File: src/rtl/adder_reduction_ctrl.sv
// Controller that loads num_terms unsigned words into a local buffer and
// sums them as a pairwise tree, driving an external registered adder array
// (array_size lanes, one-cycle latency). The result is presented with a
// valid/ready handshake.
//
// Handshakes: a transfer happens on a rising edge where valid && ready.
// in_ready depends only on state, never on in_valid. out_valid and out_sum
// stay stable until out_ready accepts them.
module adder_reduction_ctrl #(
    parameter int data_width = 18,
    parameter int array_size = 2,
    parameter int num_terms  = 8,
    localparam int acc_width = data_width + $clog2(num_terms)
) (
    input  logic                                clk,
    input  logic                                reset,
    input  logic                                in_valid,
    output logic                                in_ready,
    input  logic [data_width-1:0]               in_data,
    output logic                                out_valid,
    input  logic                                out_ready,
    output logic [acc_width-1:0]                out_sum,
    output logic                                arr_enable,
    output logic [acc_width*array_size-1:0]     arr_num_1,
    output logic [acc_width*array_size-1:0]     arr_num_2,
    input  logic [(acc_width+1)*array_size-1:0] arr_out_num,
    output logic                                busy,
    output logic [1:0]                          dbg_state
);

    localparam int idx_w = $clog2(num_terms);

    typedef enum logic [1:0] {
        LOAD  = 2'd0,
        ISSUE = 2'd1,
        WAIT  = 2'd2,
        DONE  = 2'd3
    } state_t;

    state_t               state_q, state_d;
    logic [idx_w-1:0]     idx_q;
    logic [idx_w-1:0]     pass_q;
    logic [idx_w-1:0]     group_q;
    logic [acc_width-1:0] buf_q [num_terms];

    int                   pairs;
    logic                 last_group;
    logic                 lane_act  [array_size];
    logic [idx_w-1:0]     lane_dst  [array_size];
    logic [idx_w-1:0]     lane_rd_a [array_size];
    logic [idx_w-1:0]     lane_rd_b [array_size];
    logic                 unused_carry;

    // Map lanes of the current group onto pair indices of the current pass.
    // Inactive lanes may compute aliased indices; they are gated by lane_act.
    always_comb begin
        pairs      = num_terms >> (int'(pass_q) + 1);
        last_group = ((int'(group_q) + 1) * array_size) >= pairs;
        for (int k = 0; k < array_size; k++) begin
            lane_act[k]  = (int'(group_q) * array_size + k) < pairs;
            lane_dst[k]  = idx_w'(int'(group_q) * array_size + k);
            lane_rd_a[k] = idx_w'(2 * (int'(group_q) * array_size + k));
            lane_rd_b[k] = idx_w'(2 * (int'(group_q) * array_size + k) + 1);
        end
    end

    // Next-state and output decode.
    always_comb begin
        state_d    = state_q;
        in_ready   = 1'b0;
        out_valid  = 1'b0;
        out_sum    = '0;
        arr_enable = 1'b0;
        arr_num_1  = '0;
        arr_num_2  = '0;
        case (state_q)
            LOAD: begin
                in_ready = 1'b1;
                if (in_valid && idx_q == idx_w'(num_terms - 1)) begin
                    state_d = ISSUE;
                end
            end
            ISSUE: begin
                arr_enable = 1'b1;
                for (int k = 0; k < array_size; k++) begin
                    if (lane_act[k]) begin
                        arr_num_1[k*acc_width +: acc_width] = buf_q[lane_rd_a[k]];
                        arr_num_2[k*acc_width +: acc_width] = buf_q[lane_rd_b[k]];
                    end
                end
                state_d = WAIT;
            end
            WAIT: begin
                state_d = (last_group && pairs == 1) ? DONE : ISSUE;
            end
            DONE: begin
                out_valid = 1'b1;
                out_sum   = buf_q[0];
                if (out_ready) begin
                    state_d = LOAD;
                end
            end
            default: state_d = LOAD;
        endcase
    end

    // State register.
    always_ff @(posedge clk or negedge reset) begin
        if (!reset) begin
            state_q <= LOAD;
        end else begin
            state_q <= state_d;
        end
    end

    // Buffer writes (loads and lane results) plus index/pass/group counters.
    always_ff @(posedge clk or negedge reset) begin
        if (!reset) begin
            idx_q   <= '0;
            pass_q  <= '0;
            group_q <= '0;
            for (int i = 0; i < num_terms; i++) begin
                buf_q[i] <= '0;
            end
        end else begin
            case (state_q)
                LOAD: begin
                    if (in_valid) begin
                        buf_q[idx_q] <= acc_width'(in_data);
                        if (idx_q == idx_w'(num_terms - 1)) begin
                            idx_q   <= '0;
                            pass_q  <= '0;
                            group_q <= '0;
                        end else begin
                            idx_q <= idx_q + 1'b1;
                        end
                    end
                end
                WAIT: begin
                    // Results land at index j, below every slot a later group
                    // of this pass still has to read.
                    for (int k = 0; k < array_size; k++) begin
                        if (lane_act[k]) begin
                            buf_q[lane_dst[k]] <= arr_out_num[k*(acc_width+1) +: acc_width];
                        end
                    end
                    if (!last_group) begin
                        group_q <= group_q + 1'b1;
                    end else if (pairs > 1) begin
                        pass_q  <= pass_q + 1'b1;
                        group_q <= '0;
                    end
                end
                DONE: begin
                    if (out_ready) begin
                        idx_q <= '0;
                    end
                end
                default: ;
            endcase
        end
    end

    // Lane carry bits can never be set because acc_width already covers the full sum.
    assign unused_carry = ^arr_out_num;
    assign busy         = (state_q != LOAD);
    assign dbg_state    = state_q;

endmodule
File: config.mk
export PLATFORM = sky130hd
export DESIGN_NAME = adder_reduction_ctrl
export DESIGN_NICKNAME = d
export VERILOG_FILES = /design/src/rtl/adder_reduction_ctrl.sv
export SDC_FILE = /design/constraint.sdc
export NUM_CORES = 1
export LEC_CHECK = 0
export CAP_MARGIN = 30
export CORE_MARGIN = 2
export CORE_UTILIZATION = 35
export CTS_CLUSTER_DIAMETER = 30
export CTS_CLUSTER_SIZE = 10
export DETAILED_ROUTE_END_ITERATION = 6
export GPL_ROUTABILITY_DRIVEN = 0
export SLEW_MARGIN = 20
export SYNTH_ARGS = -nofsm -noshare
export SYNTH_HDL_FRONTEND = slang
export SYNTH_SLANG_ARGS = --single-unit
File: constraint.sdc
create_clock -name clk -period 3.6 [get_ports clk]
set_input_delay 0.54 -clock clk [delete_from_list [all_inputs] [get_ports clk]]
set_output_delay 0.54 -clock clk [all_outputs]
set_load 0.01 [all_outputs]
==> metrics.md <==
| Metric | Value |
|---|---|
| FILL cells | 2,581 |
| CTS Hold Buffers Added | 0 |
| DR DRC count | 0 |
| Worst r2r src | pass_q[0]$_DFFE_PN0P_ |
| WHS | roughly 0.15 ns |
| Cell Pwr Density | 830.8 nW/um^2 |
| Initial antenna violation count | 0 |
| Met2 usage | approximately a third |
| Post-Syn Area | 9689 sq um |
| Number of synthesized flops with an enable pin | 0 |
| Post-synthesis sequential area ratio | 46.23% |
| Top cells by count, synth | dfrtp_1 (179), nor2_1 (153), mux2i_1 (95), a221o_1 (83), clkbuf_1 (63) |
| CTS sink count | approximately 180 |
| Area share of the leading cell type in the synthesized netlist | 46.23% |
| Crit path required time | 3.06 ns |
| Asr flop ratio synth | 100.0% |
| Via/cell ratio | 5.602 |
| Area growth syn-to-layout | 33.06% |
| Final min period | 3.495 ns |
| Vias | roughly 8,600 |
| Max-cap violations | 0 |
| Most frequent cell after synthesis | dfrtp_1 |
| Nets | 1,226 |
| Final Cycle Share | between 90% and 100% |
| Final worst setup slack | 0.1046 ns |
| Worst-Skew Late Latency | around 0.44 ns |
| Startpoint Class | flop |
| Clock Tree Root | clkbuf_16 |
| Total GRT Usage | 22.88% |
| Pin count of the biggest net entering global routing | 79 |
| Core ar. | 27,100 sq um |
| Grt ovf | 0 |
| Syn Nets | ~1,100 |
| Worst Skew | between 0.015 and 0.02 ns |
| Vias in the first global route | 8,368 |
| Pleak | 6.974 nW |
| Leading area contributor after synthesis | dfrtp_1 |
| ANT nets after route | 0 |
| # IOs | 177 |
| Clock Path Buffers | 2 |
| Outcome | complete, no violations |
| Setup TNS | 0 ns |
| Clk slew on worst S/H paths | 0.07 ns |
| Die X | about 170 um |
| Max incr delay on CP | 0.55 ns |
| Synth Flop Type | dfrtp_1 |
| Hold Fails Final Rpt | 0 |
| WP data arrival | 2.96 ns |
| CP max FO | 18 |
| Seq. cell area | about 4500 sq um |
| Initial Utilization | 35.75% |
| Post-synth cell types | 49 |
| Synth warn | 0 |
| Met1 usage | a little over a third |
| Num CTS Buffers | 17 |
| Area of the multi-input gates | 4733 sq um |
| Placement Setup Slack | 0.3421 ns |
| Worst vdd ir | approximately 0.44 mV |
| Global-route wire length before repair | between 50,000 and 60,000 um |
| Initial DRC count | 751 |
| Die height | 170.4 um |
| WL/cell | 21.97 um |
| CTS tree | done |
| Row count | 60 |
| F_max | 286.1 MHz |
| Synthesis-stage register bit count | ~180 |
| Total die area | 29,030 sq um |
| Top cells by area, synth | dfrtp_1 (46%), mux2i_1 (9.8%), a221o_1 (8.6%), nor2_1 (5.9%), clkbuf_1 (2.4%) |
| Cells after Synth | 979 |
| Critical path class | flop to output pin |
| CP Cell Sequence | inv_1 > ha_1 > nand2b_1 > ha_4 > a211oi_2 > o211ai_1 > buf_4 > buf_6 > nor2_1 > clkdlybuf4s50_1 |
| Tightest Pin Transition | 0.9290 ns |
| Slew margin rel. | 38.07% |
| Share of cells above drive strength 1 | about a tenth |
| Final HPWL DP | 22,640 um |
| Total wire length | 33,620 um |
| Slowest CP cell | clkdlybuf4s50_1 |
| Avg Cell Area, Syn | 9.897 sq um |
| Final Max Tran Viols | 0 |
| ANT cells | 0 |
| DR pass1 iterations | 7 |
| Port buffer count | 174 |
| Met3 usage | 4.744% |
| HP Class | input port to asynchronous set/reset pin |
| H-tree Lvls | 4 |
| Crit path from | pass_q[0]$_DFFE_PN0P_ |
| Worst setup EP type | output pin |
| GRT busiest layer | met1 |
| Final Setup Violations | 0 |
==> logic make-up after synthesis <==
group | synth area share, %
simple gates | 16.17
compound gates | 18.43
flops | 46.23
buf+inv | 5.643
mux | 11.60
fa+ha+maj | 1.937
==> through the flow <==
step / total power, mW / instances / cell area (sq um) / util (%)
floorplan: 6.838 / 979 / 9689 / -
global placement: 8.443 / 1491 / 11940 / 44.06
detailed placement: 8.508 / 1491 / 11940 / 44.06
CTS: 10.62 / 1523 / 12600 / 46.48
global route: 11.39 / 1530 / 12890 / 47.57
finish: 10.71 / 1530 / 12890 / 47.57
==> layout by cell type, fill, tap and decap left out, types with 7 or more instances in the layout <==
cell type        netlist  final
nor4_1                19     18
clkdlybuf4s50_1        0    104
and4_1                18     18
clkbuf_16              0     18
o21ai_0               42     42
ha_1                  15     14
dfrtp_1              179    177
a221o_1               83     83
nand2_1               49     48
nor3_1                12      9
nor2_1               153    149
a21oi_1               16     16
nand3_1               17     17
o221ai_1              18     18
a2bb2oi_1             18     18
mux2_4                 7      7
mux2i_1               95     95
dlymetal6s2s_1         0     69
a22o_1                14     14
and3_1                22     22
inv_1                 59     59
buf_4                  0     44
==> state kept, by name, indices dropped and copies added, names as in the netlist <==
| name | flops |
|---|---|
| dbg_state | 2 |
| group_q | 3 |
| pass_q | 3 |
| idx_q | 3 |
| buf_q | 168 |
==> what timing repair did <==
item / in CTS / in global routing
pin swaps: 0 / 1
resized for setup: 4 / 84
endpoints found under the setup margin: 51 / 84
setup buffers: 0 / 4
cloned: 0 / 3
==> layer usage <==
metal  part of all wire (%)  wire length (um)
met4                    1.4               477
met1                     48             16300
met2                     43             14480
met3                    7.0              2358
met5                      0                 0
==> worst paths after layout <==
path                                           to  slack (ns)  depth (start not counted)
max reg2reg                buf_q[107]$_DFFE_PN0P_        0.83                          9
min in group clk            buf_q[20]$_DFFE_PN0P_        0.50                          1
max in group asynchronous  buf_q[136]$_DFFE_PN0P_        2.60                          2
min                        buf_q[110]$_DFFE_PN0P_        0.15                          1
min reg2reg                 buf_q[20]$_DFFE_PN0P_        0.50                          1
max                                  arr_num_2[0]        0.10                         10
==> layout make-up <==
| class | count | area share [%] |
|---|---|---|
| clock buffers | 19 | 3.513 |
| clock inverters | 13 | 1.485 |
| inverters | 59 | 1.718 |
| multi-input cells | 664 | 36.71 |
| flip-flops and latches | 179 | 34.78 |
| well taps | 372 | 3.610 |
| repair buffers | 224 | 18.18 |
==> worst max-delay path: cells and delay by family (launching register included) <==
family	cells	cell delay, ns
DFF	1	0.44
buffers and inverters	4	1.00
AOI/OAI and AO/OA	2	0.41
adders and majority gates	2	0.44
and+or+nand+nor	2	0.24
==> report_power, final <==
| group | internal (mW) | switching (mW) | leakage [nW] |
|---|---|---|---|
| registers | 2.95 | 0.601 | 2.23 |
| clock network | 1.21 | 0.858 | 0.320 |
| logic | 2.24 | 2.84 | 4.43 |
Note: power is estimated with default switching activity, not from simulation.
